`config.mk`:
```
export PLATFORM = sky130hd
export DESIGN_NAME = bound_search
export DESIGN_NICKNAME = d
export VERILOG_FILES = /design/src/rtl/bound_search.sv
export SDC_FILE = /design/constraint.sdc
export NUM_CORES = 1
export LEC_CHECK = 0
export CAP_MARGIN = 5
export CORE_MARGIN = 2
export CORE_UTILIZATION = 46
export CTS_CLUSTER_DIAMETER = 50
export CTS_CLUSTER_SIZE = 8
export DETAILED_ROUTE_END_ITERATION = 7
export GPL_ROUTABILITY_DRIVEN = 1
export PLACE_DENSITY = 0.78
export SYNTH_ARGS = -nofsm -noshare
export SYNTH_HDL_FRONTEND = slang
export SYNTH_SLANG_ARGS = --single-unit
```
`constraint.sdc`:
```
create_clock -name clock -period 9.3 [get_ports clock]
set_input_delay 1.86 -clock clock [delete_from_list [all_inputs] [get_ports clock]]
set_output_delay 1.86 -clock clock [all_outputs]
set_load 0.01 [all_outputs]
```
`src/rtl/bound_search.sv`:
```
// bound_search: binary search of a latched target inside a [low, high] window, one probe per cycle.
// Latency: first guess is valid in the cycle after an accepted start; an N-probe search pulses done in cycle N+1.
// Backpressure: none; start is sampled only in IDLE and is dropped (not queued) while a search is in flight.
// Optional feature: define BOUND_SEARCH_ABORT_EN to add an abort input that cancels a search in GUESS.
module bound_search #(
  parameter int WIDTH = 8
) (
  input  logic             clock,
  input  logic             reset,
  input  logic             start,
  input  logic [WIDTH-1:0] target,
  input  logic [WIDTH-1:0] low_init,
  input  logic [WIDTH-1:0] high_init,
`ifdef BOUND_SEARCH_ABORT_EN
  input  logic             abort,
`endif
  output logic [WIDTH-1:0] guess,
  output logic [WIDTH-1:0] low,
  output logic [WIDTH-1:0] high,
  output logic             busy,
  output logic             done,
  output logic             found,
  output logic             error,
  output logic [WIDTH-1:0] steps
);

  typedef enum logic [1:0] {
    IDLE  = 2'd0,
    GUESS = 2'd1,
    DONE  = 2'd2
  } state_t;

  state_t           state;
  logic [WIDTH-1:0] target_q;
  logic [WIDTH-1:0] guess_q;
  logic [WIDTH-1:0] probe;
  logic             abort_hit;

  // Midpoint taken as low + half the span so the sum never needs a carry bit.
  assign probe = low + ((high - low) >> 1);

  // While searching the probe is shown live; otherwise the last issued probe is held.
  assign guess = (state == GUESS) ? probe : guess_q;

`ifdef BOUND_SEARCH_ABORT_EN
  assign abort_hit = abort;
`else
  assign abort_hit = 1'b0;
`endif

  // Search FSM: latches the request, narrows the window each probe, and reports the outcome.
  always_ff @(posedge clock or posedge reset) begin
    if (reset) begin
      state    <= IDLE;
      target_q <= '0;
      guess_q  <= '0;
      low      <= '0;
      high     <= '0;
      busy     <= 1'b0;
      done     <= 1'b0;
      found    <= 1'b0;
      error    <= 1'b0;
      steps    <= '0;
    end else begin
      done <= 1'b0;
      case (state)
        IDLE: begin
          if (start) begin
            target_q <= target;
            low      <= low_init;
            high     <= high_init;
            found    <= 1'b0;
            error    <= 1'b0;
            steps    <= '0;
            if (low_init > high_init) begin
              // Inverted window: report straight away without probing.
              error <= 1'b1;
              done  <= 1'b1;
              state <= DONE;
            end else begin
              busy  <= 1'b1;
              state <= GUESS;
            end
          end
        end
        GUESS: begin
          steps   <= steps + 1'b1;
          guess_q <= probe;
          if (abort_hit) begin
            // Cancelled search leaves results as they stand, with no completion pulse.
            busy  <= 1'b0;
            state <= IDLE;
          end else if (probe == target_q) begin
            found <= 1'b1;
            busy  <= 1'b0;
            done  <= 1'b1;
            state <= DONE;
          end else if ((probe < target_q) && (probe == high)) begin
            // Target lies above the window; stopping here keeps low from wrapping.
            busy  <= 1'b0;
            done  <= 1'b1;
            state <= DONE;
          end else if ((probe > target_q) && (probe == low)) begin
            // Target lies below the window; stopping here keeps high from wrapping.
            busy  <= 1'b0;
            done  <= 1'b1;
            state <= DONE;
          end else if (probe < target_q) begin
            low <= probe + 1'b1;
          end else begin
            high <= probe - 1'b1;
          end
        end
        DONE: begin
          state <= IDLE;
        end
        default: begin
          busy  <= 1'b0;
          state <= IDLE;
        end
      endcase
    end
  end

endmodule
```
# Yosys cells after proc, flatten, opt, wreduce, memory -nomap -nowiden
# Cells that the tools add are included.
word_totals:
  regBits: 46
  latch_bits: 0
  ram_bits: 0
  romBits: 0
  inputBits: 27
  n_memories: 0
classes:
  add_sub_neg: 5
  mul: 0
  div_mod_pow: 0
  order_cmp: 3
  eq_ne: 14
  shifts: 0
  muxes: 36
  bitwise_logic: 1
  reduce_logical: 11
op_table:
  columns: ["operator", "n"]
  rows:
  - ["two-way mux 8 bit", 12]
  - ["case mux 8 bit (2 select lines)", 3]
  - ["equality test 8 bit", 3]
  - ["adder 8 x 1 -> 8 bit (second input constant)", 2]
  - ["> comparator 8 bit", 2]
  - ["two-way mux 1 bit", 12]
  - ["!= test 2 bit (second input constant)", 6]
  - ["AND reduction 6 bit", 2]
  - ["two-way mux 2 bit", 5]
  - ["adder 8 x 7 -> 8 bit", 1]
  - ["< comparator 8 bit", 1]
  - ["subtractor 8 x 1 -> 8 bit (second input constant)", 1]
  - ["subtractor 8 bit", 1]
  - ["AND reduction 2 bit", 3]
  - ["!= test 2 x 1 -> 1 bit (second input constant)", 2]
  - ["!= test 4 x 1 -> 1 bit (second input constant)", 1]
  - ["case mux 1 bit (2 select lines)", 2]
  - ["case mux 2 bit (2 select lines)", 1]
  - ["AND reduction 4 bit", 1]
  - ["case mux 1 bit (3 select lines)", 1]
  - ["AND reduction 3 bit", 1]
  - ["equality test 2 x 1 -> 1 bit (second input constant)", 1]
  - ["equality test 2 bit (second input constant)", 1]
  - ["logical AND 1 bit", 2]
  - ["other kinds (3)", 3]

# Logic depth before layout (Yosys ltp)
depth:
  depth_word: 8
  depth_mapped: 24

# Least setup slack after synthesis
# No wires, ideal clock.
synth_timing:
  kind: "register -> output"
  from: "register low[1]"
  to: "output port guess[6]"
  t_arrival_ps: 3120
  required_time_ps: 7440
  slack_ps: 4320
  stages_incl_launch_ff: 16
  cell_sequence: "dfrtp_1 inv_1 fa_1 a21oi_1 nor2_1 nor2_1 o21bai_1 a21oi_1 xnor2_1 ha_1 buf_2 a21o_1 a311oi_1 xnor2_1 nand2_1 nand2_1"
synth_via:
  elab_chain_len: 3
synth_rtl:
  columns: ["element", "line_no", "text"]
  rows:
  - ["from (decl)", "18", "output logic [WIDTH-1:0] low,"]
  - ["from (signal assigned)", "70", "low <= low_init;"]
  - ["from (signal assigned)", "109", "low <= probe + 1'b1;"]
  - ["subtractor 8 bit", "40", "assign probe = low + ((high - low) >> 1);"]
  - ["adder 8 x 7 -> 8 bit *", "40", null]
  - ["two-way mux 8 bit *", null, null]
  - ["to (decl)", "17", "output logic [WIDTH-1:0] guess,"]
# Every way passes the cells marked *; elsewhere a longest branch is shown, timed or not.

# Worst setup path in the final report
# Ends and elaborated chain as after synthesis.

==> summary.txt <==
STA
  – Relative slew slack: 0.350
  – Final Hold Viols: 0
  – Final period util: 0.684
  – Worst-margin pin slew: 0.973 ns
  – Final setup fails: 0
  – Slew Limit Fails: 0
  – Tmin final: roughly 6.4 ns
  – Setup tns final: 0 ns
  – RSZ-0062 raised after global routing: false
  – Clk_skew: approximately 0.0046 ns
  – Fmax: 0.157 GHz

Final layout
  – FF/Latch Area: 1150 µm²
  – Multi-input gate area: 2240 µm²
  – Layout cells sized above 1: 0.0980
  – Layout Nets: 520
  – Fillers: 713
  – P&R area growth vs syn: 21.5%
  – ANT cells: 0

Die
  – Initial Utilization: 0.472
  – Area of the die: 8620 µm²
  – Std-Cell Rows: 32
  – Die Wd: 92.8 µm
  – Io pins: 63
  – Core Region: slightly below 8000 µm²
  – Die Y: 92.8 µm

Synthesis
  – Post-synth EDFFs: 0
  – Mapped Cells: 401
  – Syn Std Cell Area: 3630 µm²
  – Post-synth top area share: 0.317
  – Syn_nets: 463
  – Syn avg cell area: between 9 and 10 µm²
  – Commonest cells post-synth: 51 x nand2_1, 46 x dfrtp_1, 36 x inv_1, 33 x ha_1, 29 x xnor2_1
  – Ys Warns: 0
  – Synth Flop Type: dfrtp_1
  – Synth async-reset ratio: 1.00
  – Distinct cells, synth: 62
  – #FFs+latches synth: 46
  – Largest area contributor in the netlist: dfrtp_1
  – Count leader, synth: nand2_1
  – Seq/Total Area, Yosys: 0.317
  – Top cells by area, synth: dfrtp_1 32%, ha_1 11%, xnor2_1 7.0%, nand2_1 5.3%, inv_1 3.7%

Placed design
  – Dpl hpwl: 6.91 mm
  – PortBufs: 62
  – Global placement routability congestion: about 0.95

Clock network
  – Cts hold-fix bufs: 0
  – Largest buffer count on any clock path: 2
  – PostCTS Resize Cnt: 0
  – Sink Count: 46
  – H-tree Lvls: 2
  – CTS tree: done
  – Reg clk slew, reported paths: 0.10 ns
  – Post-CTS Setup Inserts: 0
  – CTS Buf Count: 5
  – Latest clock arrival within the worst-skew pair: 0.31 ns
  – Clock tree root buffer cell: clkbuf_8

Job
  – Max-Cap Viols: 0

Routing
  – Router iterations before antenna repair: 4
  – Routed Antenna Nets: 0
  – DRC: 0
  – First DRT Iteration DRCs: between 100 and 150
  – Final WL: between 8 and 9 mm
  – Via count: ~3k
  – Vias/cell: 5.36
  – DR WL/cell: 16.0 µm

GRT
  – Initial antenna violation count: 0
  – Vias in the first global route: 3077
  – First-pass GRT wire length: 14.8 mm
  – Total track usage: 0.215
  – Grt total ovfl: 0
  – Pin count of the biggest net entering global routing: between 40 and 50

Worst setup path
  – Worst EP arrival: 4.50 ns
  – Crit path kind: reg2out
  – Maximum fanout along the worst path: 11
  – CP Launch Type: flop
  – Worst Path Required: ~7.4 ns
  – Worst setup EP type: output port

Worst hold path
  – Min-delay worst type: reg2reg

Run status
  – Run status: completed
critical path, cell delays in order (launching register included):
cell and delay (ns):
dfrtp_1 0.44, inv_1 0.13, fa_1 0.48, a21oi_1 0.15
nor2_1 0.05, nor2_1 0.16, o21bai_1 0.09, a21oi_1 0.18
xnor2_1 0.14, ha_1 0.42, or2_2 0.40, a311oi_1 0.40
xnor2_1 0.39, nand2_1 0.12, nand2_1 0.10, clkdlybuf4s50_1 0.53
worst paths after layout:
kind,start,cells past startpoint,slack (ns),end
setup / recovery,low[1],15,2.94,guess[6]
hold / removal,guess_q[7],2,0.48,guess_q[7]
setup reg to reg,low[1],22,3.55,low[5]
hold reg to reg,guess_q[7],2,0.48,guess_q[7]
max in group asynchronous,reset,2,6.61,high[2]
min in group asynchronous,reset,2,2.09,target_q[1]
area by class of cell:
| type | count | area share |
|---|---|---|
| multi-input combinational | 300 | 0.509 |
| sequential | 46 | 0.261 |
| timing repair buffer | 65 | 0.146 |
| inverter | 40 | 0.0340 |
| tap | 102 | 0.0289 |
| clock buffer | 5 | 0.0156 |
| clock inverter | 3 | 0.00567 |
metrics by stage:
step / hold WS, ns / util / cell area, µm² / instances / worst slack, ns
global route: 0.508 / 0.574 / 4410 / 561 / 2.70
floorplan: 0.452 / - / 3630 / 401 / 4.32
detailed placement: 0.462 / 0.562 / 4320 / 553 / 3.33
CTS: 0.486 / 0.574 / 4410 / 561 / 2.95
finish: 0.483 / 0.574 / 4410 / 561 / 2.94
global placement: 0.460 / 0.562 / 4320 / 553 / 3.49
placed cells by master, fill, tap and decap left out, drive strengths merged, types with 3 or more instances in the layout:
master	netlist	final
clkdlybuf4s50	0	62
nand2	51	51
dfrtp	46	46
inv	39	40
ha	33	33
o21ai	32	32
xnor2	31	31
a21oi	25	25
nor2	23	23
xor2	12	12
nand3	11	11
nand4	9	9
nor3	7	7
o211ai	7	7
mux2	7	7
a21o	6	6
clkbuf	11	5
nand2b	4	4
a211oi	4	4
mux2i	3	3
o21bai	3	3
buf	4	3
nor3b	3	3
nor4	3	3
flip-flops by register name, indices dropped and copies added (netlist names):
register / cells
low: 8
busy: 1
found: 1
target_q: 8
state: 2
done: 1
guess_q: 8
high: 8
steps: 8
error: 1
cells by family after synthesis:
family / count (synthesis) / synth area share
DFF: 46 / 0.317
and+or+nand+nor: 120 / 0.164
muxes: 10 / 0.0362
AOI/OAI and AO/OA: 90 / 0.164
xor gates and xnor gates: 45 / 0.129
buffers and inverters: 55 / 0.0645
adders and majority gates: 35 / 0.125
routing by layer:
metal  GRT usage  share of wire  vias to the layer above  routed length [µm]
met2       0.361           0.48                       83                4300
li1            -              -                     1480                   -
met5           0              0                        -                   0
met3      0.0358          0.040                       16                 362
met4      0.0711          0.025                        0                 223
met1       0.283           0.46                     1429                4110
Power is left out: the tool's default activity adds up to more than one toggle a clock period on the data nets, which glitch-free logic cannot reach.
